$ cat config.mk
export PLATFORM = sky130hd
export DESIGN_NAME = classic32_seq_ctrl_flat
export DESIGN_NICKNAME = d
export VERILOG_FILES = /design/src/rtl/classic32_seq_ctrl_if.sv /design/src/rtl/classic32_seq_ctrl.sv /design/src/flat_wrapper.sv
export SDC_FILE = /design/constraint.sdc
export NUM_CORES = 1
export LEC_CHECK = 0
export CAP_MARGIN = 30
export CELL_PAD_IN_SITES_DETAIL_PLACEMENT = 2
export CELL_PAD_IN_SITES_GLOBAL_PLACEMENT = 2
export CORE_UTILIZATION = 30
export CTS_CLUSTER_SIZE = 10
export DETAILED_ROUTE_END_ITERATION = 8
export PLACE_DENSITY = 0.75
export SLEW_MARGIN = 30
export SYNTH_ARGS = -nofsm -noshare
export SYNTH_HDL_FRONTEND = slang
export SYNTH_SLANG_ARGS = --single-unit
$ cat constraint.sdc
create_clock -name clk -period 15.3 [get_ports clk]
set_input_delay 3.06 -clock clk [delete_from_list [all_inputs] [get_ports clk]]
set_output_delay 3.06 -clock clk [all_outputs]
set_load 0.05 [all_outputs]
$ cat src/rtl/classic32_seq_ctrl_if.sv
// ---------------------------------------------------------------------------
// classic32_seq_ctrl_if
// Operand/result handshake bundle for the classic32 sequenced multiplier.
//   in_valid  : requester -> controller, operand pair valid
//   in_ready  : controller -> requester, operands can be accepted
//   a, b      : 32-bit unsigned multiplicand / multiplier
//   out_valid : controller -> consumer, product valid
//   out_ready : consumer -> controller, product accepted
//   out       : 64-bit product a*b
// master = requester/consumer side, slave = controller side.
// ---------------------------------------------------------------------------
interface classic32_seq_ctrl_if;
    logic        in_valid;
    logic        in_ready;
    logic [31:0] a;
    logic [31:0] b;
    logic        out_valid;
    logic        out_ready;
    logic [63:0] out;

    modport master (
        output in_valid, a, b, out_ready,
        input  in_ready, out_valid, out
    );

    modport slave (
        input  in_valid, a, b, out_ready,
        output in_ready, out_valid, out
    );
endinterface

$ cat src/rtl/classic32_seq_ctrl.sv
// ---------------------------------------------------------------------------
// classic32_seq_ctrl
// 32x32 unsigned multiplier built from one 16x16 array multiplier that is
// time-multiplexed over four partial-product steps with shift/accumulate.
//
// Ports:
//   clk   : rising-edge clock
//   rst   : asynchronous, active-high reset
//   bus   : classic32_seq_ctrl_if.slave (operand and result handshakes)
//   busy  : high whenever the controller is not in IDLE
//
// Parameters:
//   PIPE_PP : 0 = accumulate the partial product in the cycle it is formed,
//             1 = register the partial product first (one extra drain cycle)
//
// Optional feature (compile-time macro CLASSIC32_ZERO_SKIP_EN):
//   when defined, an accepted operand pair with a==0 or b==0 goes straight
//   to DONE with a zero product, bypassing the multiplier.
// ---------------------------------------------------------------------------
module classic32_seq_ctrl #(
    parameter int PIPE_PP = 0
) (
    input  logic                       clk,
    input  logic                       rst,
    classic32_seq_ctrl_if.slave        bus,
    output logic                       busy
);

    typedef enum logic [1:0] {
        IDLE  = 2'd0,
        BUSY  = 2'd1,
        DRAIN = 2'd2,
        DONE  = 2'd3
    } state_t;

    state_t      state;
    state_t      state_d;
    logic [1:0]  step;
    logic [1:0]  step_d;
    logic        in_ready;
    logic        out_valid;
    logic        accept;
    logic        load_out;
    logic        zero_op;

    logic [31:0] a_q;
    logic [31:0] b_q;
    logic [15:0] mul_a;
    logic [15:0] mul_b;
    logic [31:0] pp_p0;
    logic        acc_en;
    logic [63:0] term;
    logic [63:0] acc;
    logic [63:0] acc_d;
    logic [63:0] out_q;

    // Place a 32-bit partial product at its weight: step 0 -> 0,
    // steps 1/2 (cross terms) -> 16, step 3 -> 32.
    function automatic logic [63:0] weigh_pp(input logic [31:0] pp, input logic [1:0] s);
        case (s)
            2'd0:    weigh_pp = {32'd0, pp};
            2'd3:    weigh_pp = {pp, 32'd0};
            default: weigh_pp = {16'd0, pp, 16'd0};
        endcase
    endfunction

`ifdef CLASSIC32_ZERO_SKIP_EN
    assign zero_op = (bus.a == 32'd0) || (bus.b == 32'd0);
`else
    assign zero_op = 1'b0;
`endif

    // ------------------------------------------------------------------
    // Control FSM: state register
    // ------------------------------------------------------------------
    always_ff @(posedge clk or posedge rst) begin
        if (rst) begin
            state <= IDLE;
            step  <= 2'd0;
        end else begin
            state <= state_d;
            step  <= step_d;
        end
    end

    // Control FSM: next state and outputs
    always_comb begin
        state_d   = state;
        step_d    = step;
        in_ready  = 1'b0;
        out_valid = 1'b0;
        busy      = 1'b1;
        load_out  = 1'b0;
        case (state)
            IDLE: begin
                busy     = 1'b0;
                // Held low while reset is asserted, even though state is IDLE.
                in_ready = !rst;
                if (bus.in_valid && !rst) begin
                    step_d = 2'd0;
                    if (zero_op) begin
                        state_d  = DONE;
                        load_out = 1'b1;
                    end else begin
                        state_d = BUSY;
                    end
                end
            end
            BUSY: begin
                step_d = step + 2'd1;
                // Leave BUSY explicitly after step 3 instead of relying on
                // the 2-bit counter wrapping.
                if (step == 2'd3) begin
                    step_d = 2'd0;
                    if (PIPE_PP != 0) begin
                        state_d = DRAIN;
                    end else begin
                        state_d  = DONE;
                        load_out = 1'b1;
                    end
                end
            end
            DRAIN: begin
                state_d  = DONE;
                load_out = 1'b1;
            end
            DONE: begin
                out_valid = 1'b1;
                if (bus.out_ready) begin
                    state_d = IDLE;
                end
            end
            default: state_d = IDLE;
        endcase
    end

    assign accept = in_ready & bus.in_valid;

    // ------------------------------------------------------------------
    // Stage p0: operand latch and step-selected 16x16 partial product
    // ------------------------------------------------------------------
    always_ff @(posedge clk) begin
        if (accept) begin
            a_q <= bus.a;
            b_q <= bus.b;
        end
    end

    // step[0] picks the a half, step[1] picks the b half.
    assign mul_a = step[0] ? a_q[31:16] : a_q[15:0];
    assign mul_b = step[1] ? b_q[31:16] : b_q[15:0];
    assign pp_p0 = {16'd0, mul_a} * {16'd0, mul_b};

    // ------------------------------------------------------------------
    // Stage p1 (PIPE_PP=1 only): registered partial product with its step
    // ------------------------------------------------------------------
    if (PIPE_PP != 0) begin : g_pipe
        logic [31:0] pp_p1;
        logic [1:0]  step_p1;
        logic        vld_p1;

        always_ff @(posedge clk or posedge rst) begin
            if (rst) begin
                vld_p1 <= 1'b0;
            end else begin
                vld_p1 <= (state == BUSY);
            end
        end

        always_ff @(posedge clk) begin
            pp_p1   <= pp_p0;
            step_p1 <= step;
        end

        assign acc_en = vld_p1;
        assign term   = weigh_pp(pp_p1, step_p1);
    end else begin : g_direct
        assign acc_en = (state == BUSY);
        assign term   = weigh_pp(pp_p0, step);
    end

    // ------------------------------------------------------------------
    // Accumulate stage: 64-bit shift/accumulate and result register
    // ------------------------------------------------------------------
    always_comb begin
        acc_d = acc;
        if (accept) begin
            acc_d = 64'd0;
        end else if (acc_en) begin
            acc_d = acc + term;
        end
    end

    // The result register is loaded on entry to DONE so that out keeps
    // its value after the handshake and through the next computation.
    always_ff @(posedge clk or posedge rst) begin
        if (rst) begin
            acc   <= 64'd0;
            out_q <= 64'd0;
        end else begin
            acc <= acc_d;
            if (load_out) begin
                out_q <= acc_d;
            end
        end
    end

    assign bus.in_ready  = in_ready;
    assign bus.out_valid = out_valid;
    assign bus.out       = out_q;

endmodule

$ cat src/flat_wrapper.sv
// flat-port wrapper written by rule: the top's interface ports become plain ports
module classic32_seq_ctrl_flat 
#(
    parameter int PIPE_PP = 0
)
  (clk, rst, busy, bus_in_valid, bus_a, bus_b, bus_out_ready, bus_in_ready, bus_out_valid, bus_out);
  classic32_seq_ctrl_if bus_i ();
  input  logic clk;
  input  logic rst;
  output logic busy;
  input wire logic [$bits(bus_i.in_valid)-1:0] bus_in_valid;
  input wire logic [$bits(bus_i.a)-1:0] bus_a;
  input wire logic [$bits(bus_i.b)-1:0] bus_b;
  input wire logic [$bits(bus_i.out_ready)-1:0] bus_out_ready;
  output wire logic [$bits(bus_i.in_ready)-1:0] bus_in_ready;
  output wire logic [$bits(bus_i.out_valid)-1:0] bus_out_valid;
  output wire logic [$bits(bus_i.out)-1:0] bus_out;
  assign bus_i.in_valid = bus_in_valid;
  assign bus_i.a = bus_a;
  assign bus_i.b = bus_b;
  assign bus_i.out_ready = bus_out_ready;
  assign bus_in_ready = bus_i.in_ready;
  assign bus_out_valid = bus_i.out_valid;
  assign bus_out = bus_i.out;
  classic32_seq_ctrl #(.PIPE_PP(PIPE_PP)) u_core (.clk(clk), .rst(rst), .bus(bus_i), .busy(busy));
endmodule
; ---- Word-level counts from Yosys, hierarchy flattened
; Cells that the tools add are included.
[totals]
regBits = 196
n_memories = 0
ramBits = 0
romBits = 0
latchBits = 0
in_bits = 68
[classes]
bitwise_logic = 1
n_mul = 1
div_mod_pow = 0
eq_ne = 7
mux = 17
addsub = 2
n_shift = 0
magnitude_cmp = 0
reduce_logical = 7
[ops]
columns = op, n
row1 = 2-to-1 mux 64 bit, 2
row2 = case mux 64 bit (2 select lines), 1
row3 = adder 64 bit, 1
row4 = multiplier 16 x 16 -> 32 bit, 1
row5 = 2-to-1 mux 16 bit, 2
row6 = 2-to-1 mux 2 bit, 5
row7 = case mux 2 bit (4 select lines), 1
row8 = == test 2 bit (second input constant), 3
row9 = zero test 2 bit, 2
row10 = 2-to-1 mux 1 bit, 4
row11 = != test 2 bit (second input constant), 2
row12 = case mux 2 bit (2 select lines), 1
row13 = AND reduction 3 bit, 1
row14 = adder 2 x 1 -> 2 bit (second input constant), 1
row15 = == test 2 x 1 -> 1 bit (second input constant), 1
row16 = != test 2 x 1 -> 1 bit (second input constant), 1
row17 = case mux 1 bit (2 select lines), 1
row18 = AND reduction 2 bit, 1
row19 = nonzero test 2 bit, 1
row20 = bitwise AND 1 bit, 1
row21 = logical AND 1 bit, 1
row22 = zero test 1 bit, 1

; ---- Depth between registers and ports, before layout
[logic_depth]
ltp_word = 6
mapped_depth = 40

; ---- Least setup slack after synthesis
; Ideal clock, no wire load.
[synth_path]
path_kind = input -> register
startpoint = input rst
endpoint = register u_core.a_q[0] (enable)
n_path_buf = 2
arrival_ns = 9.147
path_stages = 5
slack_ns = 5.700
required_ns = 14.847
cell_sequence = inv_1 -> nand3_1 -> clkinv_1 -> clkbuf_1 -> clkbuf_1
[synth_via]
elab_chain_len = 3
[synth_rtl]
columns = element, line_no
row1 = "start, declared", flat_wrapper.sv:9  ; input logic rst;
row2 = zero test 1 bit, classic32_seq_ctrl.sv:98  ; in_ready = !rst;
row3 = 2-to-1 mux 1 bit, classic32_seq_ctrl.sv:94  ; case (state)
row4 = bitwise AND 1 bit, classic32_seq_ctrl.sv:137  ; assign accept = in_ready & bus.in_valid;
row5 = via u_core.accept, classic32_seq_ctrl.sv:42  ; logic accept;
row6 = "end signal, assigned", classic32_seq_ctrl.sv:144  ; a_q <= bus.a;
row7 = "end, declared", classic32_seq_ctrl.sv:46  ; logic [31:0] a_q;
; The timed path passes the listed nets, and every way through them passes these cells.
; A chain may end at the register's enable or synchronous reset.

; ---- Worst setup path in the final report
[layout_path]
startpoint = register u_core.step[0]
endpoint = register u_core.out_q[63], in the netlist u_core.bus.out[63]
[layout_via]
elab_chain_len = 6
[layout_rtl]
columns = element, line_no
row1 = "start, declared", classic32_seq_ctrl.sv:38  ; logic [1:0] step;
row2 = "start signal, assigned", classic32_seq_ctrl.sv:82  ; step <= step_d;
row3 = 2-to-1 mux 16 bit, classic32_seq_ctrl.sv:150  ; assign mul_a = step[0] ? a_q[31:16] : a_q[15:0];
row4 = multiplier 16 x 16 -> 32 bit, classic32_seq_ctrl.sv:152  ; assign pp_p0 = {16'd0, mul_a} * {16'd0, mul_b};
row5 = case mux 64 bit (2 select lines), classic32_seq_ctrl.sv:60  ; case (s)
row6 = adder 64 bit, classic32_seq_ctrl.sv:190  ; acc_d = acc + term;
row7 = 2-to-1 mux 64 bit, classic32_seq_ctrl.sv:189  ; end else if (acc_en) begin
row8 = 2-to-1 mux 64 bit, classic32_seq_ctrl.sv:187  ; if (accept) begin
row9 = "end signal, assigned", classic32_seq_ctrl.sv:199  ; out_q <= 64'd0;
row10 = "end signal, assigned", classic32_seq_ctrl.sv:203  ; out_q <= acc_d;
row11 = "end, declared", classic32_seq_ctrl.sv:55  ; logic [63:0] out_q;
; Parallel ways exist; a longest one is shown, timed or not.

==> results.ini <==
[status]
status=finished, final reports clean

[yosys]
synthArstFlopShare_pct=67.3
syn_nets=2727
synth_top_area_share_pct=18.9
syn_area_sq_mm=0.0207
synth_largest_area_cell=fa_1
synth_area_per_cell_sq_um=9.03
synth_area_leaders=fa_1 (19%), dfrtp_1 (16%), ha_1 (11%)
syn_inst=2288
ys_warn_count=0
synth_flop_cell=dfrtp_1
synth_cell_type_count=77
synth_edf_count=64
ys_top_cells_by_count=nand2_1 (318), inv_1 (262), nor2_1 (241)
yosysSeqAreaShare_pct=25.3
ys_seq_elements=196
yosysMostFrequentCell=nand2_1

[critical_path]
crit_arrival_ps=11550
crit_top_cell=fa_1
slowest_stage=dfrtp_4
worstSetupPathType=reg -> reg
start_kind=flip-flop
cp-end-kind=flip-flop
critPathMaxStageDelay_ps=860
worstPathRequired_ps=15690
rrSetupSlack_ps=4140
cp_max_fo=36

[sta]
period_share_pct=72.9
worst_slew_pin_slew_ps=991
relSlewSlack_pct=32.1
report.final.setup_viol=0
fin_worst_skew_ps=19.5
fin_setup_tns_ps=0
fin_ws_ps=4140
hold_viol_final=0
timing.fmax_mhz=89.6
rsz0062_at_grt=false
finalMaxSlewViolations=0
finalCriticalPeriod_ps=11160

[clocking]
hold_buffers=0
clk_latency_ps=530
clkSlewWorstSetupHoldPaths_ps=90
cts_tree=done
clock_path_buffers=2
cts-root-buf=clkbuf_16
post_cts_buffers=0
htree_levels=4
cts_buffers=17
clock-sinks=196
cts.repair.resized=0

[die]
die_y_microns=264
row_count=95
fp.dieArea_sq_mm=0.0699
ios=135
core_area_sq_mm=0.0676
die_w_microns=264
initial_core_util_pct=30.6

[detailed_routing]
wl_per_cell_microns=23.4
dr.pass1.iters=5
first_iter_violations=902
drc=0
drt_wl_total_mm=76.1
via_count=17182
final_antenna_net_count=0
avgViaCountPerCell=5.29

[placed_design]
gp_congestion=0.887
dp_hpwl_mm=62.1
port_buffers=134
place_ws_ps=3930

[hold_path]
hold_class=reg -> reg

[global_route]
grt_use_total_pct=22.1
grt_pass1_wl_mm=117
grt_max_degree=75
antenna_found_initial=0
grt_pass1_vias=19717
grt_overflow_total=0

[cells_and_area]
antenna_cells=0
drive_gt1_share_pct=5.35
syn2layout_area_growth_pct=13.7
nFillCells=7467
finalNetCount=2799

[run]
drv_cap=0

[routing by layer]
metal	routed length [microns]	global-route usage (%)
met4	2010	7.18
met2	38200	38.8
met1	33300	27.5
met3	2650	3.43
met5	0	0
[critical path, delay by kind of cell, from the launching register on]
family,cells,cell delay [ps]
multiplexers,2,1080
adder cells (fa/ha/maj),8,4000
buffers and inverters,4,220
AND/OR/NAND/NOR,6,1720
flip-flops,1,860
AO/OA/AOI/OAI,12,2460
XOR/XNOR,2,670
[layout by cell type (no fill, tap or decap), types with 23 or more instances in the layout]
master and instances:
dfrtp_1 130, a21oi_1 119, nand2_1 317, mux2_2 33
fa_1 195, o31ai_1 23, nand3_1 25, nor2_1 241
nand4_1 35, edfxtp_1 64, xnor2_1 51, inv_1 261
a21o_1 64, xor2_1 25, o21ai_0 77, mux2i_1 76
clkdlybuf4s50_1 134, ha_1 175, o21bai_1 24
[final timing paths]
check,startpoint,end,cells after the start
worst max-delay path,u_core.step[0],u_core.bus.out[63],34
worst min-delay path,u_core.bus.out[11],u_core.bus.out[11],2
worst max register to register,u_core.step[0],u_core.bus.out[63],34
worst min register to register,u_core.bus.out[11],u_core.bus.out[11],2
max in group asynchronous,rst,u_core.acc[1],3
min in group asynchronous,rst,u_core.acc[60],2
[cells by family after synthesis]
| group | share of synthesized area (%) |
|---|---|
| buffers and inverters | 6.71 |
| adders and majority gates | 29.5 |
| AOI/OAI and AO/OA | 14.5 |
| xor gates and xnor gates | 3.22 |
| muxes | 5.81 |
| DFF | 25.3 |
| and+or+nand+nor | 15.0 |
[metrics by stage]
stage | instances | area (sq um) | utilization [%] | hold slack (ps)
floorplan | 2288 | 20700 | - | 468
global placement | 3214 | 22900 | 33.9 | 462
detailed placement | 3214 | 22900 | 33.9 | 469
CTS | 3246 | 23500 | 34.7 | 489
global route | 3246 | 23500 | 34.7 | 517
finish | 3246 | 23500 | 34.7 | 480
[layout make-up]
| type | count | area, sq um | area share (%) |
|---|---|---|---|
| clock buffers | 20 | 447 | 1.90 |
| well taps | 873 | 1090 | 4.65 |
| multi-input cells | 1724 | 14100 | 59.9 |
| flip-flops and latches | 196 | 5230 | 22.3 |
| clock inverters | 12 | 140 | 0.596 |
| repair buffers | 157 | 1520 | 6.46 |
| inverters | 264 | 1000 | 4.25 |
[registers in the layout, indices dropped and copies added (netlist names)]
register	flops
u_core.acc	64
u_core.bus.out	64
u_core.a_q	32
u_core.b_q	32
u_core.state	2
u_core.step	2
Power is left out: the tool's default activity adds up to more than one toggle a clock period on the data nets, which glitch-free logic cannot reach.
